[src/rtl/irq_latency_sequencer.sv]
// ---------------------------------------------------------------------------
// irq_latency_sequencer
//
// Schedules periodic interrupts toward the PCIe hard IP and measures how long
// the host handler takes to acknowledge each one. After enable (or after each
// acknowledge) a programmable period elapses, irq is raised and mirrored one
// cycle later on irqflagtap (the scope trigger pin). The handler's write to the
// ACK register stops the latency counter; the result is kept as LAST_LAT, folded
// into MAX_LAT and counted in COUNT. If no ACK arrives within TIMEOUT_CYCLES,
// the interrupt is abandoned and a sticky TIMEOUT flag is raised.
//
// Ports:
//   clk            system clock (50 MHz)
//   reset          synchronous, active-high
//   avs_address    Avalon-MM word address (8 registers)
//   avs_write      write strobe
//   avs_writedata  write data
//   avs_read       read strobe
//   avs_readdata   read data, valid the cycle after avs_read, held otherwise
//   irq            level interrupt request to the PCIe core
//   irqflagtap     irq delayed by one cycle, exported to the GPIO scope tap
//
// Register map:
//   0 CTRL     RW  bit0 EN, bit1 ONESHOT
//   1 PERIOD   RW  cycles from enable/ACK to the next irq (0 behaves as 1)
//   2 ACK      WO  any write acknowledges a pending irq, reads 0
//   3 LAST_LAT RO
//   4 MAX_LAT  RO  any write clears it
//   5 COUNT    RO  acknowledged irqs, any write clears it
//   6 STATUS   RO  bit0 PENDING, bit1 TIMEOUT (write 1 to clear), [3:2] state
//   7 -        reads 0, writes ignored
// ---------------------------------------------------------------------------
module irq_latency_sequencer #(
    parameter int CNT_W          = 32,
    parameter int TIMEOUT_CYCLES = 50000000
) (
    input  logic        clk,
    input  logic        reset,
    input  logic [2:0]  avs_address,
    input  logic        avs_write,
    input  logic [31:0] avs_writedata,
    input  logic        avs_read,
    output logic [31:0] avs_readdata,
    output logic        irq,
    output logic        irqflagtap
);

    typedef enum logic [1:0] {
        ST_IDLE      = 2'd0,
        ST_COUNTDOWN = 2'd1,
        ST_PENDING   = 2'd2
    } state_t;

    localparam logic [2:0] ADDR_CTRL     = 3'd0;
    localparam logic [2:0] ADDR_PERIOD   = 3'd1;
    localparam logic [2:0] ADDR_ACK      = 3'd2;
    localparam logic [2:0] ADDR_LAST_LAT = 3'd3;
    localparam logic [2:0] ADDR_MAX_LAT  = 3'd4;
    localparam logic [2:0] ADDR_COUNT    = 3'd5;
    localparam logic [2:0] ADDR_STATUS   = 3'd6;

    localparam logic [CNT_W-1:0] LAT_LAST = CNT_W'(TIMEOUT_CYCLES - 1);
    localparam logic [CNT_W-1:0] LAT_MAX  = '1;
    localparam logic [CNT_W-1:0] CNT_ONE  = CNT_W'(1);

    state_t           r_state;
    logic             r_en;
    logic             r_oneshot;
    logic [CNT_W-1:0] r_period;
    logic [CNT_W-1:0] r_cnt;
    logic [CNT_W-1:0] r_lat;
    logic [CNT_W-1:0] r_lastLat;
    logic [CNT_W-1:0] r_maxLat;
    logic [CNT_W-1:0] r_count;
    logic             r_timeout;
    logic             r_irq;
    logic             r_irqTap;
    logic [31:0]      r_readData;

    logic             w_wrCtrl;
    logic             w_wrPeriod;
    logic             w_wrAck;
    logic             w_wrMaxLat;
    logic             w_wrCount;
    logic             w_wrStatus;
    logic             w_enNext;
    logic             w_oneshotNext;
    logic [CNT_W-1:0] w_reload;
    logic             w_latTerminal;
    logic             w_pending;

    assign w_wrCtrl   = avs_write && (avs_address == ADDR_CTRL);
    assign w_wrPeriod = avs_write && (avs_address == ADDR_PERIOD);
    assign w_wrAck    = avs_write && (avs_address == ADDR_ACK);
    assign w_wrMaxLat = avs_write && (avs_address == ADDR_MAX_LAT);
    assign w_wrCount  = avs_write && (avs_address == ADDR_COUNT);
    assign w_wrStatus = avs_write && (avs_address == ADDR_STATUS);

    // The FSM looks at the control bits as they will be after this cycle, so a
    // CTRL write that clears EN overrides an ACK arriving in the same cycle,
    // and a write that sets EN starts the countdown on the very same edge.
    assign w_enNext      = w_wrCtrl ? avs_writedata[0] : r_en;
    assign w_oneshotNext = w_wrCtrl ? avs_writedata[1] : r_oneshot;

    // A PERIOD of 0 behaves like 1: the counter is loaded with PERIOD-1 and
    // irq rises on the edge after it reaches zero.
    assign w_reload      = (r_period == '0) ? '0 : (r_period - CNT_ONE);
    assign w_latTerminal = (r_lat == LAT_LAST);
    assign w_pending     = (r_state == ST_PENDING);

    // Main sequencer: control registers, period countdown, latency measurement
    // and the statistics it feeds. Everything that the FSM and the bus can both
    // touch lives here so each register has a single writer. Bus clears of the
    // statistics are placed last so they win over a same-cycle update.
    always_ff @(posedge clk) begin
        if (reset) begin
            r_state   <= ST_IDLE;
            r_en      <= 1'b0;
            r_oneshot <= 1'b0;
            r_period  <= '0;
            r_cnt     <= '0;
            r_lat     <= '0;
            r_lastLat <= '0;
            r_maxLat  <= '0;
            r_count   <= '0;
            r_timeout <= 1'b0;
            r_irq     <= 1'b0;
        end else begin
            if (w_wrCtrl) begin
                r_en      <= avs_writedata[0];
                r_oneshot <= avs_writedata[1];
            end
            if (w_wrPeriod) begin
                r_period <= CNT_W'(avs_writedata);
            end

            case (r_state)
                ST_IDLE: begin
                    if (w_enNext) begin
                        r_cnt   <= w_reload;
                        r_state <= ST_COUNTDOWN;
                    end
                end

                ST_COUNTDOWN: begin
                    if (!w_enNext) begin
                        r_state <= ST_IDLE;
                    end else if (r_cnt == '0) begin
                        r_irq   <= 1'b1;
                        r_lat   <= '0;
                        r_state <= ST_PENDING;
                    end else begin
                        r_cnt <= r_cnt - CNT_ONE;
                    end
                end

                ST_PENDING: begin
                    if (!w_enNext) begin
                        r_irq   <= 1'b0;
                        r_state <= ST_IDLE;
                    end else if (w_wrAck || w_latTerminal) begin
                        r_irq <= 1'b0;
                        if (w_wrAck) begin
                            r_lastLat <= r_lat;
                            if (r_lat > r_maxLat) begin
                                r_maxLat <= r_lat;
                            end
                            r_count <= r_count + CNT_ONE;
                        end else begin
                            r_timeout <= 1'b1;
                        end
                        if (w_oneshotNext) begin
                            r_en    <= 1'b0;
                            r_state <= ST_IDLE;
                        end else begin
                            r_cnt   <= w_reload;
                            r_state <= ST_COUNTDOWN;
                        end
                    end else if (r_lat != LAT_MAX) begin
                        r_lat <= r_lat + CNT_ONE;
                    end
                end

                default: begin
                    r_irq   <= 1'b0;
                    r_state <= ST_IDLE;
                end
            endcase

            if (w_wrMaxLat) begin
                r_maxLat <= '0;
            end
            if (w_wrCount) begin
                r_count <= '0;
            end
            if (w_wrStatus && avs_writedata[1]) begin
                r_timeout <= 1'b0;
            end
        end
    end

    // Read port with a fixed latency of one cycle. Sampling the registers on
    // the same edge that commits a write means a simultaneous read and write
    // to one address returns the old contents. The data holds between reads.
    always_ff @(posedge clk) begin
        if (reset) begin
            r_readData <= '0;
        end else if (avs_read) begin
            case (avs_address)
                ADDR_CTRL:     r_readData <= {30'd0, r_oneshot, r_en};
                ADDR_PERIOD:   r_readData <= 32'(r_period);
                ADDR_LAST_LAT: r_readData <= 32'(r_lastLat);
                ADDR_MAX_LAT:  r_readData <= 32'(r_maxLat);
                ADDR_COUNT:    r_readData <= 32'(r_count);
                ADDR_STATUS:   r_readData <= {28'd0, 2'(r_state), r_timeout, w_pending};
                default:       r_readData <= 32'd0;
            endcase
        end
    end

    // Scope tap: a registered copy of irq, so the GPIO pin lags irq by exactly
    // one cycle and both are low throughout reset.
    always_ff @(posedge clk) begin
        if (reset) begin
            r_irqTap <= 1'b0;
        end else begin
            r_irqTap <= r_irq;
        end
    end

    assign avs_readdata = r_readData;
    assign irq          = r_irq;
    assign irqflagtap   = r_irqTap;

endmodule

[config.mk]
export PLATFORM = sky130hd
export DESIGN_NAME = irq_latency_sequencer
export DESIGN_NICKNAME = d
export VERILOG_FILES = /design/src/rtl/irq_latency_sequencer.sv
export SDC_FILE = /design/constraint.sdc
export NUM_CORES = 1
export LEC_CHECK = 0
export BUFFER_PORTS_ARGS = -buffer_cell sky130_fd_sc_hd__clkbuf_2
export CORE_ASPECT_RATIO = 1.25
export CORE_MARGIN = 2
export CORE_UTILIZATION = 40
export DETAILED_ROUTE_END_ITERATION = 8
export MAX_ROUTING_LAYER = met4
export PLACE_DENSITY = 0.55
export SETUP_SLACK_MARGIN = 0.2
export SKIP_LAST_GASP = 1
export SLEW_MARGIN = 20
export SYNTH_ARGS = -nofsm -noshare
export SYNTH_HDL_FRONTEND = slang
export SYNTH_SLANG_ARGS = --single-unit
[constraint.sdc]
create_clock -name clk -period 3 [get_ports clk]
set_input_delay 0.15 -clock clk [delete_from_list [all_inputs] [get_ports clk]]
set_output_delay 0.15 -clock clk [all_outputs]
set_load 0.02 [all_outputs]
### Word-level counts from Yosys, hierarchy flattened

Cells that the tools add are included.

| word-level totals | value |
|---|---|
| bits in registers | 231 |
| input port bits | 39 |

| cells by class | value |
|---|---|
| $add $sub $neg | 4 |
| magnitude comparators | 1 |
| equality and inequality tests | 21 |
| multiplexer cells | 33 |
| bitwise operators | 2 |
| reductions and logical operators | 24 |

Operator list:

| cell | number |
|---|---|
| two-way mux 32 bit | 12 |
| one-hot mux 32 bit (6 select lines) | 1 |
| one-hot mux 32 bit (3 select lines) | 1 |
| adder 32 x 1 -> 32 bit (second input constant) | 2 |
| zero test 32 bit | 2 |
| one-hot mux 32 bit (2 select lines) | 1 |
| subtractor 32 x 1 -> 32 bit (second input constant) | 2 |
| equality test 32 x 26 -> 1 bit (second input constant) | 1 |
| greater-than comparator 32 bit | 1 |
| inequality test 32 bit (second input constant) | 1 |
| inequality test 2 bit (second input constant) | 7 |
| AND reduction 4 bit | 3 |
| two-way mux 1 bit | 11 |
| two-way mux 2 bit | 5 |
| equality test 3 bit (second input constant) | 3 |
| logical AND 1 bit | 7 |
| AND reduction 7 bit | 1 |
| equality test 3 x 2 -> 1 bit (second input constant) | 2 |
| one-hot mux 2 bit (3 select lines) | 1 |
| AND reduction 6 bit | 1 |
| OR reduction 2 bit | 3 |
| AND reduction 5 bit | 1 |
| inequality test 2 x 1 -> 1 bit (second input constant) | 2 |
| equality test 3 x 1 -> 1 bit (second input constant) | 1 |
| other kinds (12) | 13 |

### Logic depth before layout (Yosys ltp)

Gate-level depths: netlist of run 1.

| logic depth | value |
|---|---|
| depth in word-level cells | 7 |
| gate-level depth with buffers | 10 |
| depth with buffers taken out | 9 |

### Least setup slack after synthesis of run 1

No wires, ideal clock.

| path | value |
|---|---|
| path kind | reg-to-reg |
| from | reg r_lat[14] |
| to | reg r_maxLat[0] |
| setup time | 0.128 ns |
| arrival time | 2.418 ns |
| required time | 2.872 ns |
| path slack | 0.454 ns |
| cell stages (with the launch flop) | 10 |
| buffers on the path | 1 |
| clock period less this slack | 2.546 ns |
| cells stage by stage | dfxtp_1 ha_1 a21oi_1 nand2_1 a221o_1 o311a_1 o211ai_1 buf_2 mux2i_1 nor2_1 |

| between the ends | value |
|---|---|
| word-level cells in the longest chain between the ends | 3 |
| elaborated cells between the ends (all ways) | 4 |
| those cells by class | order compare (1); eq/ne (1); reduce/logical (2) |

Ends and longest elaborated chain:

| element | line | text |
|---|---|---|
| start: declaration | 71 | `logic [CNT_W-1:0] r_lat;` |
| start signal: assignment | 180 | `r_lat <= r_lat + CNT_ONE;` |
| branches (longest 2 deep; another with greater-than comparator 32 bit) | -- |  |
| AND reduction 5 bit (no source line) * | -- |  |
| end signal: assignment | 166 | `r_maxLat <= r_lat;` |
| end: declaration | 73 | `logic [CNT_W-1:0] r_maxLat;` |

Every way passes the cells marked *.
A chain may end at the register's enable or synchronous reset.

### Worst setup path in the final report of run 1

| path | value |
|---|---|
| from | reg r_lat[22] |
| to | reg r_cnt[26] |

| between the ends | value |
|---|---|
| word-level cells in the longest chain between the ends | 4 |

Ends and longest elaborated chain:

| element | line | text |
|---|---|---|
| equality test 32 x 26 -> 1 bit | 108 | `assign w_latTerminal = (r_lat == LAT_LAST);` |
| logical OR 1 bit | 161 | `end else if (w_wrAck \|\| w_latTerminal) begin` |
| inequality test 2 x 1 -> 1 bit (no source line) | -- |  |
| AND reduction 7 bit (no source line) | -- |  |
| end signal: assignment | 140 | `r_cnt <= w_reload;` |
| end signal: assignment | 153 | `r_cnt <= r_cnt - CNT_ONE;` |
| end signal: assignment | 176 | `r_cnt <= w_reload;` |
| end: declaration | 70 | `logic [CNT_W-1:0] r_cnt;` |

Every way passes these cells.

==> results of run 1 <==
registers in the layout, summed over array words and instances, names as in the netlist:
register / cells
r_en: 1
r_count: 32
r_lastLat: 32
r_oneshot: 1
r_cnt: 32
r_period: 32
irqflagtap: 1
r_maxLat: 32
avs_readdata: 32
r_timeout: 1
r_state: 2
irq: 1
r_lat: 32
path summary, 6_finish.rpt:
| path | endpoint | cells past startpoint |
|---|---|---|
| worst max-delay path | r_cnt[26] | 8 |
| worst min-delay path | avs_readdata[3] | 5 |
| worst max register to register | r_cnt[26] | 8 |
| worst min register to register | r_lastLat[9] | 2 |
layout by cell type, fill, tap and decap left out, types with 27 or more instances in the layout:
cell           instances
xor2_1                32
clkbuf_2              71
clkbuf_16             27
nand3_1               40
nand2_1              206
or3_1                 32
dlygate4sd3_1         32
inv_1                 46
nor2_1               156
xnor2_1               29
mux2i_1               37
buf_4                 79
a21oi_1              207
o21ai_0               59
ha_1                  38
a22oi_1               60
dfxtp_1              227
nor3_1                29
through the flow:
step	hold WS, ps	util
after global placement	376	0.446
final	45.2	0.493
after detailed placement	384	0.446
after global routing	101	0.493
after CTS	35.5	0.489
after floorplan	286	-
layout make-up:
class                      instances  area share
tap                              396      0.0343
multi-input combinational       1147       0.473
clock buffer                      35      0.0530
antenna                            1    0.000173
clock inverter                    12      0.0130
timing repair buffer             188      0.0942
inverter                          47      0.0122
sequential                       231       0.320
power by group:
| part | internal [mW] | switching [mW] | total [mW] |
|---|---|---|---|
| clock network | 2.21 | 1.33 | 3.54 |
| registers | 3.09 | 0.0371 | 3.13 |
| logic | 0.382 | 0.589 | 0.971 |
| total | 5.69 | 1.96 | 7.65 |
logic make-up after synthesis:
family	Yosys count
AO/OA/AOI/OAI	409
XOR/XNOR	61
adder cells (fa/ha/maj)	38
buffers and inverters	133
flip-flops	231
multiplexers	39
AND/OR/NAND/NOR	599
worst register-to-register path: stages (launching register included):
cell	delay, ps
dfxtp_1	490
and4_1	380
nand4_1	160
nor4_1	420
nor2_1	170
or3_1	420
buf_12	190
a2111o_1	310
a21oi_1	120
per-layer routing:
layer	vias up	routed length, um	track usage
li1	5669	-	-
met1	5503	17300	0.321
met2	256	18500	0.404
met3	70	1500	0.0268
met4	0	1260	0.0807
met5	-	0	-
what timing repair did:
item	in CTS	in global routing
gates resized for setup	0	17
endpoints found under the setup margin	0	55
endpoints found under the hold margin	33	0
setup buffers	0	3
hold buffers	32	0
==> impl_metrics.toml, run 1 <==
[global_routing]
grt_start_max_net_pins = 66
grt_usage = 0.248
grt_overflow = 0
antenna_found_initial = 0
grt_pass1_vias = 10800
grt_pass1_wl_um = 59500

[place]
hpwl_um = 27900
place_ws_ps = 287
routabilityCongestion = 0.933
io_buffers = 72
dp_cells = 1971
place_area_sq_mm = 0.0131

[logic_synthesis]
ys_seq_elements = 231
yosys-mux-area-fraction = 0.0341
ys_seq_area_frac = 0.387
ys.flop_type = "dfxtp_1"
synth_top_family_by_area = "simple AND/OR/NAND/NOR gates"
syn_nets = 1587
synth-simple-area-share = 0.246
yosysTopAreaCellShare = 0.387
syn_inst = 1510
synth_cell_types = 71
synth-xor-area-share = 0.0447
synth_compound_area_frac = 0.203
synthAdderAreaFrac = 0.0398
netlist_area_sq_mm = 0.0119
syn_area_per_cell_sq_um = 7.91
yosysWarningCount = 0
netlist.top_cell.by_area = "dfxtp_1"
synth_edf_count = 0
yosysMostFrequentCell = "dfxtp_1"
async_flop_share = 0
synthTopCellsByArea = "dfxtp_1, a21oi_1, nand2_1"
ys_top_cells_by_count = "dfxtp_1, a21oi_1, nand2_1"

[die]
core_sq_mm = 0.0293
fp.dieArea_sq_mm = 0.0313
io_pins = 73
initial_core_util = 0.407
rows = 70
die_y_um = 197
die_width_um = 159

[clocking]
tritoncts = "built"
clkTransAtPathRegs_ps = 60
htreeDepth = 1
cts-root-buf = "clkbuf_16"
clk_latency_ps = 530
numCtsBuffers = 26
cts.sinks = 231
cts_buffer_depth = 3

[detailed_routing]
wire_per_inst_um = 18.7
wl_um = 38500
vias = 11500
via_per_inst = 5.59
drc = 0
drtAntennaViolNets = 0
first_pass_iters = 6
first_iter_violations = 1032

[layout]
multiInputGateArea_sq_mm = 0.00684
fillers = 2912
syn_to_final_growth_pct = 21.0
nets = 1718
stdcell_area_sq_mm = 0.0145
drive_gt1_frac = 0.145
regArea_sq_mm = 0.00463
layoutNonFillerInstCount = 2057

[sta]
timing.setup.tns_ps = 0
setup_ws_ps = 264
fin_crit_sh = 0.912
setup-violations-final = 0
rsz0062_at_grt = "yes"
layout_min_cycle_time_ps = 2740
maxSlewViolCount = 0
slew_headroom = 0.290
worstMarginPinSlew_ps = 1060
max_freq_mhz = 366
hold_viol = 0
worst_clock_skew_ps = 12.2

[setup_path]
path_buf_inv = 1
slowest_delay_ps = 490
worstSetupPathType = "flop to flop"
r2r_slack_ps = 260
worstPathRequired_ps = 3460
endpoint_kind = "flop"
cpMaxStageDelayCell = "dfxtp_1"
critical_path_arrival_ps = 3190
cp-start-kind = "flop"
startpoint = "r_lat[22]"
rr_startpoint = "r_lat[22]"
worstPathMaxFanout = 31
worstPathCellList = "and4_1 > nand4_1 > nor4_1 > nor2_1 > or3_1 > buf_12 > a2111o_1 > a21oi_1"
cp_top_family = "simple AND/OR/NAND/NOR gates"

[hold_path]
hold_start = "avs_read"
hp-class = "input port to flop"

[pwr]
power_density_mw_per_mm2 = 529
ir_drop_mv = 0.369
p_total_mw = 7.65
p_leak_nw = 5.56

[job]
maxCapViolCount = 0

[run_status]
status = "finished clean"
(Power assumes the default switching activity.)
==> run 2: changes to the inputs <==
--- a/config.mk
+++ b/config.mk
@@ -10,6 +10,7 @@
 export CORE_MARGIN = 2
 export CORE_UTILIZATION = 40
 export DETAILED_ROUTE_END_ITERATION = 8
+export GPL_TIMING_DRIVEN = 0
 export MAX_ROUTING_LAYER = met4
 export PLACE_DENSITY = 0.55
 export SETUP_SLACK_MARGIN = 0.2
==> constraint.sdc (replaced) <==
create_clock -name clk -period 2.65 [get_ports clk]
set_input_delay 0.1325 -clock clk [delete_from_list [all_inputs] [get_ports clk]]
set_output_delay 0.1325 -clock clk [all_outputs]
set_load 0.02 [all_outputs]
==> run 2 against run 1 <==
  * Setup slack lost 210 ps
  * Core utilization is 5.5 points higher
  * Global-route usage rose by 4.2 points
  * Combinational power rose by 67%
  * Hold slack improved by 40 ps
  * Sequential share of layout area is 2.6 points lower
  * Largest power group is now registers
==> impl_metrics.toml, run 2 (synthesis results as in run 1) <==
[run_status]
status = "finished clean"

[sta]
worst_clock_skew_ps = 14.0
fin_crit_sh = 0.981
rsz0062_at_grt = "yes"
layout_min_cycle_time_ps = 2600
worstMarginPinSlew_ps = 939
maxSlewViolCount = 0
max_freq_mhz = 385
setup_ws_ps = 51.6
timing.setup.tns_ps = 0
hold_slack_ps = 85.4
slew_headroom = 0.356
hold_viol = 0
setup-violations-final = 0

[place]
io_buffers = 71
place_ws_ps = -1150
routabilityCongestion = 0.927
hpwl_um = 32700

[setup_path]
cp-start-kind = "flop"
worstSetupPathType = "flop to flop"
endpoint_kind = "flop"
critical_path_arrival_ps = 3030
startpoint = "r_period[9]"
worstPathMaxFanout = 6
rr_startpoint = "r_period[9]"
worstPathRequired_ps = 3090

[layout]
nets = 1815
final_cell_mix = "nand2_1, a21oi_1, dfxtp_1, nor2_1, clkbuf_2"
final_core_util = 0.547
syn_to_final_growth_pct = 34.4
drive_gt1_frac = 0.244
final_common_cell = "nand2_1"
antenna_cells = 0
fillers = 2757

[clocking]
cts-root-buf = "clkbuf_16"
clkTransAtPathRegs_ps = 60
cts.sinks = 231
numCtsBuffers = 26
clk_latency_ps = 540
cts_buffer_depth = 3
htreeDepth = 1
tritoncts = "built"

[die]
rows = 70
die_y_um = 197
core_sq_mm = 0.0293
die_width_um = 159
initial_core_util = 0.407
fp.dieArea_sq_mm = 0.0313
io_pins = 73

[global_routing]
grt_start_max_net_pins = 13
grt_pass1_vias = 11700
antenna_found_initial = 0
grt_overflow = 0
grt_pass1_wl_um = 67200
grt_usage = 0.289

[pwr]
p_total_mw = 8.64
power_density_mw_per_mm2 = 538
ir_drop_mv = 0.383
p_leak_nw = 6.09

[hold_path]
hp-class = "input port to flop"
hold_start = "avs_read"

[detailed_routing]
wl_um = 45400
vias = 12200
wire_per_inst_um = 21.1
drtAntennaViolNets = 0
via_per_inst = 5.65
drc = 0
first_pass_iters = 5
first_iter_violations = 713

[job]
maxCapViolCount = 0
[run 2: what timing repair did]
action                                  in CTS  in global routing
gates cloned                                 4                  5
gates resized for setup                    198                143
pin swaps                                   69                 70
endpoints found under the setup margin     113                109
setup buffers                               56                 32
hold endpoints to repair                    34                  0
hold buffers                                32                  0
[run 2: worst paths after layout]
path,slack (ps),cells past startpoint,endpoint
hold reg to reg,460,2,r_lastLat[31]
hold / removal,90,4,avs_readdata[0]
setup reg to reg,50,9,r_cnt[15]
setup / recovery,50,9,r_cnt[15]
[run 2: layer usage]
metal | share of wire | track usage
met5 | 0 | -
met4 | 0.070 | 0.164
met3 | 0.045 | 0.0316
met2 | 0.48 | 0.488
met1 | 0.40 | 0.333
[run 2: worst max-delay path: stages, from the launching register on]
cell and delay [ps]:
dfxtp_2 370, or3_4 400, or4_4 540, buf_8 150, or3_4 360, nand2_8 160, buf_12 120, buf_16 130
o22ai_2 60, a32o_1 200
[run 2: report_power, final]
part	internal, mW	total, mW	switching, mW	leakage (nW)
combinational	0.691	1.62	0.926	3.81
sequential	3.49	3.54	0.0488	1.89
clock	2.00	3.48	1.48	0.392
total	6.19	8.64	2.45	6.09
[run 2: stage by stage]
stage	cells	area (sq um)
6_report	2152	16100
5_1_grt	2152	16100
4_1_cts	2115	15300
3_5_place_dp	1977	12800
3_3_place_gp	1977	12800
2_1_floorplan	1510	12000
[run 2: cell type report]
| cell class | count | area, sq um | share of cell area |
|---|---|---|---|
| inverter | 47 | 184 | 0.0115 |
| tap | 396 | 495 | 0.0309 |
| multi-input combinational | 1146 | 7650 | 0.476 |
| buffer | 86 | 589 | 0.0367 |
| sequential | 231 | 4720 | 0.294 |
| clock buffer | 42 | 782 | 0.0487 |
| timing repair buffer | 200 | 1620 | 0.101 |
| clock inverter | 4 | 22.5 | 0.00140 |
